### config.mk
export PLATFORM = sky130hd
export DESIGN_NAME = writeback_stage
export DESIGN_NICKNAME = d
export VERILOG_FILES = /design/src/rtl/writeback_stage_pkg.sv /design/src/rtl/writeback_stage_load_extract.sv /design/src/rtl/writeback_stage.sv
export SDC_FILE = /design/constraint.sdc
export NUM_CORES = 1
export LEC_CHECK = 0
export CAP_MARGIN = 30
export CORE_MARGIN = 10
export CORE_UTILIZATION = 46
export CTS_CLUSTER_DIAMETER = 200
export DETAILED_ROUTE_END_ITERATION = 16
export PLACE_DENSITY = 0.78
export SLEW_MARGIN = 20
export SYNTH_ARGS = -nofsm -noshare
export SYNTH_HDL_FRONTEND = slang
export SYNTH_SLANG_ARGS = --single-unit
### constraint.sdc
create_clock -name clk -period 22.5 [get_ports clk]
set_input_delay 2.25 -clock clk [delete_from_list [all_inputs] [get_ports clk]]
set_output_delay 2.25 -clock clk [all_outputs]
set_load 0.005 [all_outputs]
### src/rtl/writeback_stage_pkg.sv
// Shared types for the writeback stage: register-file words, addresses, load sizes, buffer entries.
// Latency: n/a (types only).
// Backpressure: n/a.
package writeback_stage_pkg;

  typedef logic [63:0] word_t;
  typedef logic [4:0]  creg_addr_t;

  // Load access size, encoded as log2 of the byte count
  typedef enum logic [1:0] {
    MSIZE1 = 2'b00,
    MSIZE2 = 2'b01,
    MSIZE4 = 2'b10,
    MSIZE8 = 2'b11
  } mem_size_t;

  // One in-order buffer slot; data already holds the final register value
  typedef struct packed {
    logic [63:0] pc;
    logic [31:0] raw_instr;
    creg_addr_t  dst;
    logic        regwrite;
    word_t       data;
  } wb_entry_t;

endpackage

### src/rtl/writeback_stage_load_extract.sv
// Load data extraction: picks the addressed byte/half/word/dword and sign- or zero-extends it.
// Latency: purely combinational.
// Backpressure: none.
module writeback_stage_load_extract
  import writeback_stage_pkg::*;
(
  input  logic [63:0] rdata,
  input  logic [2:0]  addr_lo,
  input  logic [1:0]  size,
  input  logic        is_unsigned,
  output logic [63:0] result
);

  mem_size_t   sz;
  logic [63:0] shifted;

  assign sz      = mem_size_t'(size);
  assign shifted = rdata >> {addr_lo, 3'b000};

  // Select the access width from the shifted data; a dword ignores the byte offset
  always_comb begin
    result = '0;
    case (sz)
      MSIZE1: result = is_unsigned ? {56'd0, shifted[7:0]}  : {{56{shifted[7]}},  shifted[7:0]};
      MSIZE2: result = is_unsigned ? {48'd0, shifted[15:0]} : {{48{shifted[15]}}, shifted[15:0]};
      MSIZE4: result = is_unsigned ? {32'd0, shifted[31:0]} : {{32{shifted[31]}}, shifted[31:0]};
      MSIZE8: result = rdata;
      default: result = '0;
    endcase
  end

endmodule

### src/rtl/writeback_stage.sv
// Writeback stage: buffers memory-stage results in order and retires one per cycle to the regfile/commit port.
// Latency: 1 cycle minimum from accept to head; no combinational input-to-output path.
// Backpressure: in_ready = !full from registered occupancy; commit_ready low holds the head entry.
module writeback_stage #(
  parameter int DEPTH = 2,
  parameter int CNT_W = 64
) (
  input  logic             clk,
  input  logic             reset,
  input  logic             in_valid,
  output logic             in_ready,
  input  logic [63:0]      in_pc,
  input  logic [31:0]      in_raw_instr,
  input  logic [4:0]       in_dst,
  input  logic             in_regwrite,
  input  logic             in_memtoreg,
  input  logic [1:0]       in_mem_size,
  input  logic             in_mem_unsigned,
  input  logic [2:0]       in_addr_lo,
  input  logic [63:0]      in_alu_result,
  input  logic [63:0]      in_mem_rdata,
  input  logic             commit_ready,
  output logic             wen,
  output logic [4:0]       wa,
  output logic [63:0]      wd,
  output logic             fwd_valid,
  output logic [4:0]       fwd_dst,
  output logic [63:0]      fwd_data,
  output logic             commit_valid,
  output logic [63:0]      commit_pc,
  output logic [31:0]      commit_instr,
  output logic [CNT_W-1:0] retired_count
);

  import writeback_stage_pkg::*;

  localparam int PTR_W = (DEPTH > 1) ? $clog2(DEPTH) : 1;
  localparam int LVL_W = PTR_W + 1;
  localparam logic [LVL_W-1:0] FULL_LVL = LVL_W'(DEPTH);

  wb_entry_t        entries [DEPTH];
  logic [PTR_W-1:0] head;
  logic [PTR_W-1:0] tail;
  logic [LVL_W-1:0] level;

  wb_entry_t head_entry;
  word_t     load_val;
  word_t     enq_data;
  logic      head_valid;
  logic      head_writes;
  logic      push;
  logic      fire;

  writeback_stage_load_extract u_load_extract (
    .rdata       (in_mem_rdata),
    .addr_lo     (in_addr_lo),
    .size        (in_mem_size),
    .is_unsigned (in_mem_unsigned),
    .result      (load_val)
  );

  assign enq_data    = in_memtoreg ? load_val : in_alu_result;
  assign in_ready    = (level != FULL_LVL);
  assign head_valid  = (level != '0);
  assign head_entry  = entries[head];
  assign head_writes = head_valid && head_entry.regwrite && (head_entry.dst != '0);
  // Reset suppresses both sides so nothing is accepted or written during the reset cycle
  assign push        = in_valid && in_ready && !reset;
  assign fire        = head_valid && commit_ready && !reset;

  // Entry storage: written at the tail on accept, no reset needed since occupancy gates use
  always_ff @(posedge clk) begin
    if (push) begin
      entries[tail] <= '{pc: in_pc, raw_instr: in_raw_instr, dst: in_dst,
                         regwrite: in_regwrite, data: enq_data};
    end
  end

  // Pointers, occupancy and retirement counter; simultaneous push and pop leave occupancy unchanged
  always_ff @(posedge clk) begin
    if (reset) begin
      head          <= '0;
      tail          <= '0;
      level         <= '0;
      retired_count <= '0;
    end else begin
      if (push) tail <= tail + PTR_W'(1);
      if (fire) begin
        head          <= head + PTR_W'(1);
        retired_count <= retired_count + CNT_W'(1);
      end
      if (push && !fire)      level <= level + LVL_W'(1);
      else if (!push && fire) level <= level - LVL_W'(1);
    end
  end

  // Head presentation: write/commit strobes only on retirement, fields zero when empty
  always_comb begin
    wen          = fire && head_writes;
    commit_valid = fire;
    wa           = '0;
    wd           = '0;
    commit_pc    = '0;
    commit_instr = '0;
    fwd_valid    = head_writes;
    fwd_dst      = '0;
    fwd_data     = '0;
    if (head_valid) begin
      wa           = head_entry.dst;
      wd           = head_entry.data;
      commit_pc    = head_entry.pc;
      commit_instr = head_entry.raw_instr;
      fwd_dst      = head_entry.dst;
      fwd_data     = head_entry.data;
    end
  end

endmodule

# ---- Word level (Yosys, flattened, before mapping)
# Memories as Yosys holds them, arrays and structs flattened. A register that Yosys moved wholly into a read port is not among the register bits.
# Cells that the tools add are included.
dict set report word_totals {
  ff_bits 68
  wordCells 46
  mem_count 1
  input_bits 241
  ramBits 332
  output_inout_bits 302
}
dict set report classes {
  muxes 15
  addsub 5
  n_shift 1
  reduce_logical 16
  n_eq_ne 4
}
# memory depth word_bits rd rd_clocked_by_memory_dff write_ports line
set mem_list {}
lappend mem_list {entries 2 166 1 1 1 writeback_stage.sv:41} ;# wb_entry_t entries [DEPTH];
# op n
set op_table {}
lappend op_table {{64-bit two-way mux} 6}
lappend op_table {{64-bit case mux with 4 select lines} 1}
lappend op_table {{64-bit by 1-bit adder with 64-bit output (second input constant)} 1}
lappend op_table {{64-bit by 6-bit right shift with 32-bit output} 1}
lappend op_table {{32-bit two-way mux} 1}
lappend op_table {{1-bit logical AND} 9}
lappend op_table {{5-bit two-way mux} 1}
lappend op_table {{5-bit nonzero test} 1}
lappend op_table {{2-bit equality test (second input constant)} 2}
lappend op_table {{1-bit two-way mux} 4}
lappend op_table {{2-bit two-way mux} 2}
lappend op_table {{2-bit nonzero test} 2}
lappend op_table {{1-bit logical NOT} 3}
lappend op_table {{1-bit adder (second input constant)} 2}
lappend op_table {{2-bit by 1-bit adder with 2-bit output (second input constant)} 1}
lappend op_table {{2-bit by 1-bit equality test with 1-bit output (second input constant)} 1}
lappend op_table {{2-bit logical NOT} 1}
lappend op_table {{2-bit inequality test (second input constant)} 1}
lappend op_table {{2-bit by 1-bit subtractor with 2-bit output (second input constant)} 1}

# ---- Longest topological paths before layout
dict set report logic_depth {
  word_depth 7
  mapped_depth 9
  ltp_nobuf 6
}

# ---- Cells and area by module
# From an unflattened synthesis, not the netlist that was laid out.
dict set report unflattened {
  cells_unflattened 1624
  hier_area_um2 19860.3
}
# mod instances seq_area_each_um2 cells_each area_per_inst_um2
set modules_own_cells {}
lappend modules_own_cells {writeback_stage 1 11350.9 1254 17002.6}
lappend modules_own_cells {writeback_stage_load_extract 1 0.0 370 2857.7}

# ---- Worst setup path before layout
# OpenSTA, ideal clock, no wires.
dict set report synth_path {
  path_type {input -> register}
  startpoint {input port reset}
  endpoint {memory entries[0][0] (netlist name) (enable)}
  path_stages 3
  setup_time_ps 714
  n_path_buf 1
  t_arrival_ps 9950
  required_ps 21786
  setup_slack_ps 11835
  cell_sequence {buf_2 and3b_1 nor2b_1}
}
dict set report synth_via {
  elab_chain_cells 4
}
# item line
set synth_rtl {}
lappend synth_rtl {{start: declaration} writeback_stage.sv:9} ;# input logic reset,
lappend synth_rtl {{1-bit logical NOT} writeback_stage.sv:68} ;# assign push = in_valid && in_ready && !reset;
lappend synth_rtl {{1-bit logical AND} writeback_stage.sv:68}
lappend synth_rtl {{net push} writeback_stage.sv:51} ;# logic push;
lappend synth_rtl {{1-bit two-way mux} writeback_stage.sv:73} ;# if (push) begin
lappend synth_rtl {{1-bit two-way mux (not written as such)} writeback_stage.sv:74} ;# entries[tail] <= '{pc: in_pc, raw_instr: in_raw_instr, dst: in_dst,
lappend synth_rtl {{end: declaration} writeback_stage.sv:41}
# The timed path passes the listed nets, and every way through them passes these cells.

# ---- Final worst setup path
dict set report layout_path {
  startpoint {input port commit_ready}
  endpoint {output port wen}
}
dict set report layout_via {
  elab_chain_cells 3
}
# item line
set layout_rtl {}
lappend layout_rtl {{start: declaration} writeback_stage.sv:22} ;# input logic commit_ready,
lappend layout_rtl {{1-bit logical AND (2 in series)} writeback_stage.sv:69} ;# assign fire = head_valid && commit_ready && !reset;
lappend layout_rtl {{1-bit logical AND} writeback_stage.sv:99} ;# wen = fire && head_writes;
lappend layout_rtl {{end: declaration} writeback_stage.sv:23} ;# output logic wen,
# Every way passes these cells.

==> flow_summary.yaml <==
drt:
  routedWlPerCell_um: 23.8
  vias: 14300
  drc: 0
  ant_nets: 0
  drt_iter0_markers: 1367
  finalWirelength_um: 61300
  firstDrtPassIters: 5
  via_per_inst: 5.53
logic_synthesis:
  netlist_area_sq_um: 18900
  synth_top_area_cell: "edfxtp_1"
  syn-instance-count: 1559
  synth-seq-cells: 401
  synth-async-reset-ratio: 0
  yosysSeqAreaShare: 0.599
  syn-mean-instance-area_sq_um: 12.2
  synth_ff_type: "edfxtp_1"
  yosysWarnings: 0
  ys_types: 60
  synth_top_area_share: 0.526
  synth_commonest_cells: "edfxtp_1 (332), nor2_1 (296), mux2i_1 (208), nand2_1 (103), buf_4 (74)"
  yosys-top-cells-area: "edfxtp_1 (53%), mux2i_1 (11%), dfxtp_1 (7.3%)"
  syn_nets: 1802
  synth_edf_count: 332
  yosysMostFrequentCell: "edfxtp_1"
cts:
  postCtsHoldBufs: 0
  htree_num_levels: 2
  cts-resized-gates: 0
  cts_buffers: 43
  clock-sinks: 401
  post_cts_buffers: 0
  cts.clk_slew.worst_paths_ns: 0.06
  cts_tree: "yes"
  cts_root_buf: "clkbuf_16"
  clk_latency_ns: 0.56
  cts.path.max_buffers: 3
grt:
  grt_util_all_layers: 0.234
  antenna_found_initial: 7
  overflow: 0
  grt_pass1_wl_um: 90100
  grt_max_degree: 167
  grt_pass1_vias: 14700
finish:
  nets: 2246
  area_growth_pct: 35.9
  multi_input_area_sq_um: 6640
  regArea_sq_um: 11400
  num-fill-cells: 3118
  drive_gt1_frac: 0.0796
  final_area_sq_um: 25700
timing:
  maxSlewViolCount: 0
  fin_skew_ns: 0.0132
  grt_setup_unrepaired: "false"
  fin_crit_sh: 0.279
  fin_crit_ns: 6.28
  hold_viol: 0
  setup_tns_ns: 0
  setup-violations-final: 0
  relSlewSlack: 0.238
  max_clock_freq_mhz: 159
  worstMarginPinSlew_ns: 1.14
flow_run:
  cap_violations: 0
power_and_ir_drop:
  p_seq_frac: 0.409
  powerDensity_nw_per_um2: 82.1
  swShare: 0.266
  power.internal_uw: 1550
  p_sw_uw: 563
  pwr-share-clk: 0.333
  ir_drop_uv: 49.6
  cellLeakagePower_uw: 0.00853
  power_frac_comb: 0.259
hold_path:
  hp-class: "reg -> reg"
worst_setup_path:
  crit_type: "in -> out"
  critPathMaxFanout: 4
  cp_data_arrival_time_ns: 4.03
  crit_path_top_delay_cell: "clkdlybuf4s50_1"
  cpMostUsedCell: "clkdlybuf4s50_1"
  cp_data_required_time_ns: 20.25
  end_kind: "primary output"
  path_cells: "clkdlybuf4s50_1 > o21ai_1 > or2_2 > nor3_1 > clkdlybuf4s50_1"
  start_kind: "input pin"
  cpPeakStageDelay_ns: 0.54
placement:
  port-buffer-count: 542
  dp_hpwl_um: 45000
  place_congestion: 0.898
  place_area_sq_um: 24300
die:
  die_w_um: 223
  start_util: 0.465
  rows: 74
  coreArea_sq_um: 40700
  ios: 543
  die-height_um: 223
  die_area_sq_um: 49700
run_status:
  status: "complete, no violations"
==> worst max-delay path, delay by kind of cell <==
family          cells  cell delay (ns)
buf+inv             2             1.07
compound gates      1             0.17
simple gates        2             0.53
==> path summary, 6_finish.rpt <==
path                      from                 to  slack, ns  cells after the start
min          retired_count[63]  retired_count[63]       0.49                      2
max               commit_ready                wen      16.22                      5
max reg2reg           level[0]    entries[1][158]      19.65                      5
min reg2reg  retired_count[63]  retired_count[63]       0.49                      2
==> layout make-up <==
class | instances | area share
Antenna cell | 9 | 0.000875
Tap cell | 532 | 0.0259
Clock inverter | 21 | 0.00963
Inverter | 6 | 0.000875
Sequential cell | 401 | 0.441
Timing Repair Buffer | 562 | 0.219
Multi-Input combinational cell | 989 | 0.258
Clock buffer | 56 | 0.0445
==> flip-flops by register name, summed over array words and instances, names as in the netlist, named ones only <==
signal	flops
entries	332
head	1
level	2
retired_count	64
tail	1
==> power groups by stage <==
stage	Combinational, uW	Sequential (uW)	Clock (uW)
4_1_cts	547	870	719
2_1_floorplan	264	878	0
6_report	547	864	703
3_5_place_dp	543	885	0
3_3_place_gp	533	883	0
5_1_grt	581	867	745
==> stage by stage <==
step	util	instances	setup WS, ns	hold slack, ns	power [uW]
2_1_floorplan	-	1559	11.84	0.468	1140
3_3_place_gp	0.594	2486	16.24	0.468	1420
3_5_place_dp	0.596	2489	16.24	0.475	1430
4_1_cts	0.631	2566	16.21	0.489	2140
5_1_grt	0.632	2574	16.13	0.531	2190
6_report	0.632	2576	16.22	0.487	2110
==> per-layer routing <==
metal  wire length, um  GRT usage  vias up
met5                 0          0        -
met4              2370     0.0972        0
met3              4870     0.0598      126
met2             31000      0.404      731
met1             23000      0.272     6859
li1                  -          -     6540
==> cells by family (layout without fill, tap and decap cells) <==
| logic type | count (synthesis) | count (layout) | share of synthesized area |
|---|---|---|---|
| adder cells (fa/ha/maj) | 2 | 2 | 0.00132 |
| buffers and inverters | 169 | 645 | 0.0513 |
| other | 0 | 9 | 0 |
| AND/OR/NAND/NOR | 516 | 516 | 0.121 |
| flip-flops | 401 | 401 | 0.599 |
| multiplexers | 239 | 239 | 0.143 |
| XOR/XNOR | 33 | 33 | 0.0153 |
| AO/OA/AOI/OAI | 199 | 199 | 0.0692 |
==> cells in the final DEF, fill, tap and decap left out, types with 6 or more instances in the layout <==
cell / n
clkdlybuf4s50_1: 538
edfxtp_1: 332
nor2_1: 295
mux2i_1: 208
nand2_1: 103
a21oi_1: 68
dfxtp_1: 68
clkbuf_16: 44
o21ai_0: 38
a21oi_2: 30
or3_1: 29
mux4_2: 24
xor2_1: 20
nand3_1: 20
nand4_1: 19
buf_4: 15
xnor2_1: 13
clkbuf_1: 12
diode_2: 9
a31oi_1: 9
a22oi_1: 8
a221o_1: 8
nor3_1: 8
mux2_2: 7
a211oi_1: 7
a211o_1: 7
a21o_1: 7
or4_1: 7
inv_1: 6
o31ai_1: 6
clkinv_2: 6
No activity file was read; power rests on OpenSTA's default activity.
